$ cat src/rtl/unified_mem_arbiter.sv
// Unified memory port sequencer for the multicycle core.
// Arbitrates fetch vs. load/store, holds the selected access on the memory
// port for MEM_LAT cycles, captures read data and pulses the winner's ready.
// Data wins by default; a streak limit guarantees fetch eventually gets in.
//
// state  | meaning
// IDLE   | no access in flight, requests are sampled and arbitrated
// ACCESS | strobes held on the memory port, cnt counts down to the last cycle
// DONE   | strobes dropped, ready pulsed to the owner of the access
module unified_mem_arbiter #(
  parameter int ADDR_W       = 32,
  parameter int DATA_W       = 32,
  parameter int MEM_LAT      = 3,
  parameter int MAX_D_STREAK = 4
) (
  input  logic              clk,
  input  logic              reset_n,
  input  logic              if_req,
  input  logic [ADDR_W-1:0] if_addr,
  output logic [DATA_W-1:0] if_rdata,
  output logic              if_ready,
  input  logic              d_req,
  input  logic              d_we,
  input  logic [ADDR_W-1:0] d_addr,
  input  logic [DATA_W-1:0] d_wdata,
  output logic [DATA_W-1:0] d_rdata,
  output logic              d_ready,
  output logic [ADDR_W-1:0] mem_addr,
  output logic [DATA_W-1:0] mem_wdata,
  output logic              mem_read,
  output logic              mem_write,
  input  logic [DATA_W-1:0] mem_rdata,
  output logic              busy,
  output logic              grant_id
);

  localparam int CNT_W = (MEM_LAT > 1) ? $clog2(MEM_LAT) : 1;
  localparam int STK_W = $clog2(MAX_D_STREAK + 1);

  localparam logic [CNT_W-1:0] CNT_LOAD = CNT_W'(MEM_LAT - 1);
  localparam logic [STK_W-1:0] STK_MAX  = STK_W'(MAX_D_STREAK);

  localparam logic [1:0] IDLE   = 2'd0;
  localparam logic [1:0] ACCESS = 2'd1;
  localparam logic [1:0] DONE   = 2'd2;

  logic [1:0]        state_q, state_d;
  logic [CNT_W-1:0]  cnt_q, cnt_d;
  logic [STK_W-1:0]  streak_q, streak_d;
  logic [ADDR_W-1:0] addr_q, addr_d;
  logic [DATA_W-1:0] wdata_q, wdata_d;
  logic              we_q, we_d;
  logic              grant_q, grant_d;
  logic [DATA_W-1:0] if_rdata_q, if_rdata_d;
  logic [DATA_W-1:0] d_rdata_q, d_rdata_d;
  logic              pick_fetch;

  // Next-state logic: arbitration in IDLE, countdown and capture in ACCESS.
  always_comb begin
    state_d    = state_q;
    cnt_d      = cnt_q;
    streak_d   = streak_q;
    addr_d     = addr_q;
    wdata_d    = wdata_q;
    we_d       = we_q;
    grant_d    = grant_q;
    if_rdata_d = if_rdata_q;
    d_rdata_d  = d_rdata_q;
    pick_fetch = 1'b0;
    case (state_q)
      IDLE: begin
        if (if_req || d_req) begin
          // Fetch only preempts a pending data request once the streak is full.
          pick_fetch = if_req && (!d_req || (streak_q == STK_MAX));
          grant_d    = ~pick_fetch;
          addr_d     = pick_fetch ? if_addr : d_addr;
          wdata_d    = pick_fetch ? wdata_q : d_wdata;
          we_d       = pick_fetch ? 1'b0 : d_we;
          if (!pick_fetch && if_req) begin
            streak_d = (streak_q == STK_MAX) ? streak_q : streak_q + 1'b1;
          end else begin
            streak_d = '0;
          end
          cnt_d   = CNT_LOAD;
          state_d = ACCESS;
        end
      end
      ACCESS: begin
        if (cnt_q == '0) begin
          if (!we_q) begin
            if (grant_q) d_rdata_d  = mem_rdata;
            else         if_rdata_d = mem_rdata;
          end
          state_d = DONE;
        end else begin
          cnt_d = cnt_q - 1'b1;
        end
      end
      DONE:    state_d = IDLE;
      default: state_d = IDLE;
    endcase
  end

  // State and datapath registers; reset abandons any access in flight.
  always_ff @(posedge clk or negedge reset_n) begin
    if (!reset_n) begin
      state_q    <= IDLE;
      cnt_q      <= '0;
      streak_q   <= '0;
      addr_q     <= '0;
      wdata_q    <= '0;
      we_q       <= 1'b0;
      grant_q    <= 1'b0;
      if_rdata_q <= '0;
      d_rdata_q  <= '0;
    end else begin
      state_q    <= state_d;
      cnt_q      <= cnt_d;
      streak_q   <= streak_d;
      addr_q     <= addr_d;
      wdata_q    <= wdata_d;
      we_q       <= we_d;
      grant_q    <= grant_d;
      if_rdata_q <= if_rdata_d;
      d_rdata_q  <= d_rdata_d;
    end
  end

  // Strobes and ready pulses decode straight from state so reset drops them at once.
  always_comb begin
    mem_read  = (state_q == ACCESS) && !we_q;
    mem_write = (state_q == ACCESS) && we_q;
    if_ready  = (state_q == DONE) && !grant_q;
    d_ready   = (state_q == DONE) && grant_q;
    busy      = (state_q != IDLE);
    mem_addr  = addr_q;
    mem_wdata = wdata_q;
    grant_id  = grant_q;
    if_rdata  = if_rdata_q;
    d_rdata   = d_rdata_q;
  end

endmodule

$ cat config.mk
export PLATFORM = sky130hd
export DESIGN_NAME = unified_mem_arbiter
export DESIGN_NICKNAME = d
export VERILOG_FILES = /design/src/rtl/unified_mem_arbiter.sv
export SDC_FILE = /design/constraint.sdc
export NUM_CORES = 1
export LEC_CHECK = 0
export CAP_MARGIN = 20
export CORE_ASPECT_RATIO = 0.6
export CORE_MARGIN = 1
export CORE_UTILIZATION = 30
export DETAILED_ROUTE_END_ITERATION = 7
export PLACE_DENSITY = 0.66
export SLEW_MARGIN = 5
export SYNTH_ARGS = -nofsm -noshare
export SYNTH_HDL_FRONTEND = slang
export SYNTH_SLANG_ARGS = --single-unit
$ cat constraint.sdc
create_clock -name clk -period 4 [get_ports clk]
set_clock_uncertainty 0.05 [all_clocks]
set_input_delay 1 -clock clk [delete_from_list [all_inputs] [get_ports clk]]
set_output_delay 1 -clock clk [all_outputs]
set_load 0.005 [all_outputs]
**Word-level counts from Yosys, hierarchy flattened**

Cells that the tools add are included.

- Register bits: 137
- Input port bits: 133
- Word-level logic and storage cells: 54

- Add/subtract/negate cells: 2
- Eq/ne operators: 7
- Mux-type cells: 10
- Bitwise gates (word level): 3
- Reductions and logical operators: 23

Operators with widths:

| operator | count |
|---|---|
| 2-to-1 mux 32 bit | 1 |
| AND reduction 3 bit | 3 |
| 2-to-1 mux 2 bit | 4 |
| != test 2 bit, second input constant | 4 |
| case mux 2 bit (2 select lines) | 2 |
| AND reduction 4 bit | 2 |
| logical AND 1 bit | 6 |
| 2-to-1 mux 3 bit | 2 |
| logical NOT 1 bit | 4 |
| logical NOT 2 bit | 2 |
| AND reduction 2 bit | 2 |
| nonzero test 2 bit | 2 |
| adder 3 x 1 -> 3 bit, second input constant | 1 |
| equality test 3 bit, second input constant | 1 |
| NOT 1 bit | 3 |
| equality test 2 x 1 -> 1 bit, second input constant | 1 |
| equality test 2 bit, second input constant | 1 |
| logical OR 1 bit | 2 |
| subtractor 2 x 1 -> 2 bit, second input constant | 1 |
| 2-to-1 mux 1 bit | 1 |

**Depth between registers and ports, before layout**

Gate-level depths: netlist of run 1.

- Depth in word-level cells: 7
- Mapped depth: 7
- Gate-level depth less buffers: 5

**Worst setup path before layout of run 1**

OpenSTA, ideal clock, no wires.

- Kind: input port to flip-flop
- Start: in if_req
- End: reg wdata_q[12], in the netlist mem_wdata[12]
- Library setup time: 0.125 ns
- Arrival: 1.973 ns
- Data required time: 3.825 ns
- Slack: 1.852 ns
- Stages: 5
- Buffers on the path: 2
- Path through: buf_2 nand3_1 nand3_1 buf_2 mux2_2

- Word-level cells in the longest chain between the ends: 3
- Elaborated cells between the ends (all ways): 4
- Those cells by class: 1 x bitwise; 3 x reduce/logical

Ends and longest elaborated chain:

| item | RTL line | source |
|---|---|---|
| start: declaration | 18 | `input logic if_req,` |
| logical AND 1 bit | 74 | `pick_fetch = if_req && (!d_req \|\| (streak_q == STK_MAX));` |
| NOT 1 bit (no line) | -- |  |
| AND reduction 3 bit (no line) (*) | -- |  |
| end signal: assignment | 121 | `wdata_q <= wdata_d;` |
| end: declaration | 51 | `logic [DATA_W-1:0] wdata_q, wdata_d;` |

Every way passes the cells marked *; elsewhere a longest branch is shown, timed or not.
A chain may end at the register's enable or synchronous reset.

**Worst setup path in the final report of run 1**

- Start: reg state_q[1]
- End: out busy

- Word-level cells in the longest chain between the ends: 1

Ends and longest elaborated chain:

| item | RTL line | source |
|---|---|---|
| start: declaration | 47 | `logic [1:0] state_q, state_d;` |
| start signal: assignment | 117 | `state_q <= state_d;` |
| nonzero test 2 bit | 135 | `busy = (state_q != IDLE);` |
| end: declaration | 33 | `output logic busy,` |

Every way passes these cells.

==> results.md, run 1 <==
- Top-area cell type share of the netlist area: 0.599
- Synth area leaders: sky130_fd_sc_hd__dfrtp_1 60%, sky130_fd_sc_hd__mux2_2 13%, sky130_fd_sc_hd__mux2_1 6.3%
- Placement-stage cell area: 8630 sq um
- Number of core rows: 38
- Yosys synthesis warning count: 0
- Clock tree from TritonCTS: done
- PnR worst setup slack: roughly 1.0 ns
- Die extent in y: roughly 110 um
- Net count after synthesis: between 500 and 600
- Clock power share: 0.237
- Worst skew pair latency: just over 0.4 ns
- Type of the worst setup path: reg -> out
- Reported leakage power: between 3 and 4 nW
- Setup TNS: 0 ns
- Slew at the pin with the worst max-slew slack: 0.925 ns
- Resize count post-CTS: 0
- Critical Path End Type: output port
- Capturing point of the worst reg2reg path: mem_wdata[23]
- Status: completed
- Async S/R FF share, synth: 1.00
- DRC violations left: 0
- CP Capture Point: busy
- Starting density of the core: 0.312
- Port bufs: roughly 270
- Cell count of the worst reg-to-reg path: 4
- Multi-input logic area: ~2100 sq um
- Post-synthesis average cell area: about 13 sq um
- Setup repair after global routing missed its margin: no
- Critical Path Source: state_q[1]
- Total number of vias: between 4,000 and 5,000
- Post-placement worst setup slack: approximately 0.74 ns
- Switch share: 0.297
- Top cells by instance count after synthesis: 137 x sky130_fd_sc_hd__dfrtp_1, 64 x sky130_fd_sc_hd__mux2_2, 36 x sky130_fd_sc_hd__nand3_1, 35 x sky130_fd_sc_hd__o21ai_0, 33 x sky130_fd_sc_hd__nand4_1
- Time the final worst path needs with I/O delays and setup: ~3.0 ns
- Number of filler instances in the final layout: roughly 1,600
- Via count of the first global-routing pass: 4,722
- Number of buffers inserted by hold repair at cts: 0
- Layout cell share with drive strength beyond 1: 0.161
- Total wirelength of the detailed-routed design: approximately 17 mm
- Internal power contribution: roughly 5.0 mW
- Worst R2R Start: state_q[0]
- Main synth FF type: sky130_fd_sc_hd__dfrtp_1
- Clock tree root driver cell: sky130_fd_sc_hd__clkbuf_16
- CTS clock-pin slew for the worst setup and hold paths: around 0.060 ns
- Routed length per instance: roughly 17 um
- Via density per instance: 4.90
- Core Footprint: ~18,000 sq um
- Half-perimeter wire length after detailed placement: 12.0 mm
- Final cell area excluding filler cells: between 9000 and 10,000 sq um
- Most frequently used cell type in the post-synthesis netlist: sky130_fd_sc_hd__dfrtp_1
- Maximum number of pins on one net before global-route repair: between 80 and 90
- Setup repair bufs after CTS: 0
- Fraction of the cycle the final worst path needs: 0.743
- Worst min-delay path category: reg -> reg
- DR pass1 iterations: 5
- Signed area change from the synthesized netlist to the final layout: 61.9%
- Critical path startpoint category: flop
- I/O pin total: about 270
- Antenna violations before repair: 1
- DRC marker count from the first detailed-route iteration: around 260
- Number of nets with antenna violations after detailed routing: 0
- Die Footprint: 19,700 sq um
- Worst Path Max Fanout: 37
- Antenna diode instance count: 0
- Overall die width: 180 um
- Count of flip-flops with a built-in enable after synthesis: 0
- Arrival time reported for the critical path endpoint: between 1.5 and 2 ns
- Layout net count: around 840
- Number of endpoints failing setup at the final stage: 0
- Share of power burned in combinational logic: 0.415
- Global-route wire length before repair: ~26 mm
- Sequential share of the synthesized area: 0.599
- FF+latch area: between 3000 and 4000 sq um
- Worst reg-to-reg setup slack: between 1 and 1.5 ns
- Number of maximum-capacitance violations: 0
- Flop pwr share: 0.348
- Relative max-transition margin: 0.382
- Combined area of all synthesized cells: between 5000 and 6000 sq um
- Clock buffers created by TritonCTS: 17
- Count of unique library cells instantiated by Yosys: 33
- Total of flip-flops plus latches after synthesis: between 100 and 150
- Placer's final routability congestion estimate: 0.857
- Utilization after layout: 0.505
- Remaining global-route overflow: 0
- Gr usage total: 0.172
- Net load switching power: 2.13 mW
- Buffers from clock root to sink, at most: 2
- Area leader, netlist: sky130_fd_sc_hd__dfrtp_1
- Clock sink count: 137
- Required time at the worst-slack endpoint: slightly below 3 ns
- Pwr per Cell Area: 771 nW/um^2
- Final-report hold violation count: 0
- Max Transition Viols Final: 0
- Peak supply drop: 0.319 mV
- Synthesized instance count: around 440
- H-tree levels: 4
- Highest clock rate: around 340 MHz
sequential cells by signal, indices dropped and copies added, names as in the netlist:
signal,flops
d_rdata,32
if_rdata,32
mem_addr,32
mem_wdata,32
streak_q,3
cnt_q,2
state_q,2
grant_id,1
we_q,1
cell usage in the layout, fill, tap and decap left out, types with 2 or more instances in the layout:
master / instances
sky130_fd_sc_hd__clkinv_2: 2
sky130_fd_sc_hd__buf_4: 7
sky130_fd_sc_hd__inv_8: 3
sky130_fd_sc_hd__ha_1: 3
sky130_fd_sc_hd__inv_6: 3
sky130_fd_sc_hd__mux2_1: 32
sky130_fd_sc_hd__clkbuf_16: 17
sky130_fd_sc_hd__nand3_1: 35
sky130_fd_sc_hd__nand4_1: 33
sky130_fd_sc_hd__o21ai_0: 35
sky130_fd_sc_hd__clkdlybuf4s50_1: 265
sky130_fd_sc_hd__nor2_2: 2
sky130_fd_sc_hd__inv_1: 7
sky130_fd_sc_hd__nor2_1: 6
sky130_fd_sc_hd__o211ai_1: 32
sky130_fd_sc_hd__clkinvlp_4: 2
sky130_fd_sc_hd__mux2_2: 64
sky130_fd_sc_hd__dfrtp_1: 137
sky130_fd_sc_hd__bufinv_16: 4
routing by layer:
metal / up-vias / share of wire / track usage
met2: 189 / 0.46 / 0.266
li1: 2154 / - / -
met3: 18 / 0.070 / 0.0548
met1: 2313 / 0.46 / 0.230
met5: - / 0 / 0
met4: 0 / 0.011 / 0.0537
final cells by class:
type,instances,area share
timing repair buffer,275,0.297
sequential,137,0.370
inverter,8,0.00324
multi-input combinational,261,0.229
clock inverter,15,0.0231
clock buffer,17,0.0459
tap,240,0.0324
cells by family after synthesis:
family                     share of synthesized area
adders and majority gates                    0.00655
and+or+nand+nor                               0.0880
muxes                                          0.190
AOI/OAI and AO/OA                             0.0830
buffers and inverters                         0.0334
DFF                                            0.599
metrics by stage:
step | cells | hold WS [ns] | total power, mW
after floorplan | 443 | 0.401 | 3.61
after global placement | 920 | 0.409 | 5.41
after detailed placement | 921 | 0.420 | 5.52
after CTS | 953 | 0.428 | 7.25
after global routing | 953 | 0.454 | 7.59
final | 953 | 0.426 | 7.15
worst min-delay path by stage:
stage                           start  cells past startpoint  slack (ns)          end
after floorplan              cnt_q[0]                      1        0.40     cnt_q[0]
after global placement       cnt_q[0]                      1        0.41     cnt_q[0]
after detailed placement     cnt_q[0]                      1        0.42     cnt_q[0]
after CTS                    cnt_q[0]                      1        0.43     cnt_q[0]
after global routing      d_rdata[17]                      1        0.45  d_rdata[17]
final                        cnt_q[0]                      1        0.43     cnt_q[0]
power by group through the flow:
stage                     Clock [mW]  Combinational, mW  Sequential, mW
after floorplan                    0               1.12            2.50
after global placement             0               2.95            2.47
after detailed placement           0               3.01            2.51
after CTS                       1.74               3.01            2.50
after global routing            1.81               3.20            2.58
final                           1.70               2.97            2.49
worst max-delay path, cell delays in order (launching register included):
cell                              delay, ns
sky130_fd_sc_hd__dfrtp_1               0.47
sky130_fd_sc_hd__nor2_4                0.05
sky130_fd_sc_hd__clkinv_1              0.04
sky130_fd_sc_hd__buf_4                 0.32
sky130_fd_sc_hd__clkdlybuf4s50_1       0.61
Power figures use the tool's default switching activity.
==> inputs of run 2 (changes only) <==
--- a/config.mk
+++ b/config.mk
@@ -10,7 +10,7 @@
 export CORE_MARGIN = 1
 export CORE_UTILIZATION = 30
 export DETAILED_ROUTE_END_ITERATION = 7
-export PLACE_DENSITY = 0.66
+export PLACE_DENSITY = 0.68
 export SLEW_MARGIN = 5
 export SYNTH_ARGS = -nofsm -noshare
 export SYNTH_HDL_FRONTEND = slang
==> constraint.sdc (replaced) <==
create_clock -name clk -period 2.55 [get_ports clk]
set_clock_uncertainty 0.05 [all_clocks]
set_input_delay 0.6375 -clock clk [delete_from_list [all_inputs] [get_ports clk]]
set_output_delay 0.6375 -clock clk [all_outputs]
set_load 0.005 [all_outputs]
==> results.md, run 2 (synthesis results as in run 1) <==
- Status: completed
- Via density per instance: 4.91 (+0.16%)
- Total wirelength of the detailed-routed design: 16.6 mm (-0.10%)
- Cell count of the worst reg-to-reg path: 5 (+1)
- Number of nets with antenna violations after detailed routing: 0 (unchanged)
- Global-route wire length before repair: 26.2 mm (+0.16%)
- Worst R2R Start: state_q[0]
- Slew at the pin with the worst max-slew slack: 0.657 ns (-0.269 ns)
- DR pass1 iterations: 4 (-1)
- Final standard cell count with taps included and fillers excluded: 957 (+0.42%)
- Setup TNS: 0 ns (unchanged)
- DRC violations left: 0 (unchanged)
- Total number of vias: 4,701 (+0.58%)
- Clock sink count: 137 (unchanged)
- Leading cell type in the layout, fill and taps excluded: sky130_fd_sc_hd__clkdlybuf4s50_1
- Resize count post-CTS: 0 (unchanged)
- Number of core rows: 38 (unchanged)
- Commonest cells after routing, fill and taps aside: 265 x sky130_fd_sc_hd__clkdlybuf4s50_1, 137 x sky130_fd_sc_hd__dfrtp_1, 64 x sky130_fd_sc_hd__mux2_2, 35 x sky130_fd_sc_hd__nand3_1, 35 x sky130_fd_sc_hd__o21ai_0
- Setup repair after global routing missed its margin: no
- Type of the worst setup path: reg -> out
- Layout cell share with drive strength beyond 1: 0.167 (+0.00607)
- Final-report hold violation count: 0 (unchanged)
- Port bufs: 266 (unchanged)
- Clock tree root driver cell: sky130_fd_sc_hd__clkbuf_16
- Time the final worst path needs with I/O delays and setup: 2.46 ns
- Met2 layer usage reported by global route: 0.273 (+0.00720)
- Via count of the first global-routing pass: 4,839 (+2.5%)
- Clock buffers created by TritonCTS: 17 (unchanged)
- Relative max-transition margin: 0.562 (+0.180)
- Gr usage total: 0.170 (-0.00211)
- Die extent in y: 109 um (unchanged)
- Clock tree from TritonCTS: done
- Critical Path End Type: output port
- Signed area change from the synthesized netlist to the final layout: 63.1%
- Pwr per Cell Area: 1210 nW/um^2 (+56%)
- Reported leakage power: 3.73 nW (+0.83%)
- Setup repair bufs after CTS: 0 (unchanged)
- Number of filler instances in the final layout: 1,561 (-1.1%)
- Number of endpoints failing setup at the final stage: 0 (unchanged)
- Worst hold slack across all endpoints: 0.106 ns (-0.320 ns)
- Layout net count: 840 (+0.48%)
- Placer's final routability congestion estimate: 0.797 (-6.9%)
- Number of maximum-capacitance violations: 0 (unchanged)
- Critical path startpoint category: flop
- Max Transition Viols Final: 0 (unchanged)
- Half-perimeter wire length after detailed placement: 12.1 mm (+0.97%)
- Overall die width: 180 um (unchanged)
- CTS clock-pin slew for the worst setup and hold paths: 0.07 ns (about the same)
- Highest clock rate: approximately 410 MHz
- Number of instances in the placed design: 925 (+0.43%)
- I/O pin total: 267 (unchanged)
- Peak supply drop: 0.471 mV (+47%)
- Met3 track utilization from global routing: 0.0554 (+0.000668)
- Worst Path Max Fanout: 6 (-84%)
- GRT busiest layer: met2
- Die Footprint: 19,700 sq um (unchanged)
- Antenna violations before repair: 1 (unchanged)
- Number of buffers inserted by hold repair at cts: 0 (unchanged)
- Starting density of the core: 0.312 (unchanged)
- Maximum number of pins on one net before global-route repair: 69 (-16%)
- Worst skew pair latency: 0.40 ns (about the same)
- Antenna diode instance count: 0 (unchanged)
- Routing usage on met1: 0.218 (-0.0118)
- Worst reg-to-reg setup slack: 0.50 ns (-0.71 ns)
- Buffers from clock root to sink, at most: 2 (unchanged)
- Arrival time reported for the critical path endpoint: 1.77 ns (-0.15 ns)
- Remaining global-route overflow: 0 (unchanged)
- Routed length per instance: 17.4 um (-0.52%)
- Worst min-delay path category: in -> async
- Capturing point of the worst reg2reg path: mem_wdata[28]
- H-tree levels: 4 (unchanged)
- DRC marker count from the first detailed-route iteration: 353 (+37%)
- Required time at the worst-slack endpoint: 1.86 ns (-1.09 ns)
- Core Footprint: 18,400 sq um (unchanged)
- Fraction of the cycle the final worst path needs: 0.963
==> run 2: changes by cell type in the layout (fill, tap and decap cells not counted), moves of 2 or more <==
cell / previous run / this run
sky130_fd_sc_hd__buf_4: 7 / 9
sky130_fd_sc_hd__inv_6: 3 / 5
sky130_fd_sc_hd__clkinv_2: 2 / 0
sky130_fd_sc_hd__buf_12: 1 / 4
sky130_fd_sc_hd__inv_8: 3 / 1
==> run 2: layout make-up <==
| type | count | area [sq um] | area share |
|---|---|---|---|
| Sequential cell | 137 | 3430 | 0.367 |
| Timing Repair Buffer | 279 | 2810 | 0.301 |
| Multi-Input combinational cell | 261 | 2130 | 0.228 |
| Clock buffer | 18 | 439 | 0.0470 |
| Tap cell | 240 | 300 | 0.0321 |
| Clock inverter | 14 | 208 | 0.0222 |
| Inverter | 8 | 30.0 | 0.00321 |
==> run 2: how the worst max path moves through the flow <==
| stage | start | endpoint | slack [ns] |
|---|---|---|---|
| after global placement | if_req | mem_wdata[15] | 0.35 |
| after detailed placement | if_req | mem_wdata[31] | 0.30 |
| after CTS | state_q[1] | mem_write | 0.05 |
| after floorplan | if_req | mem_wdata[12] | 0.76 |
| final | state_q[1] | mem_write | 0.09 |
| after global routing | state_q[1] | mem_write | 0.004 |
==> run 2: per-stage QoR <==
stage | worst slack, ns | power (mW) | util | area, sq um
2_1_floorplan | 0.765 | 5.67 | - | 5730
3_3_place_gp | 0.347 | 8.50 | 0.474 | 8690
3_5_place_dp | 0.305 | 8.67 | 0.474 | 8690
4_1_cts | 0.0460 | 11.4 | 0.509 | 9340
5_1_grt | 0.00361 | 12.0 | 0.509 | 9340
6_report | 0.0948 | 11.3 | 0.509 | 9340
==> run 2: report_power, final <==
part	total (mW)	internal, mW	switching (mW)
clock	2.68	1.69	0.993
sequential	3.89	3.27	0.614
combinational	4.69	2.97	1.72
total	11.3	7.94	3.32
==> run 2: critical path: stages, from the launching register on <==
cell                              delay [ns]
sky130_fd_sc_hd__dfrtp_1                0.45
sky130_fd_sc_hd__nand2b_2               0.26
sky130_fd_sc_hd__nor2_1                 0.13
sky130_fd_sc_hd__clkdlybuf4s50_1        0.53
==> run 2: routing by layer <==
layer	up-vias	share of wire
li1	2169	-
met1	2297	0.44
met2	209	0.47
met3	24	0.076
met4	2	0.014
met5	-	0.00096
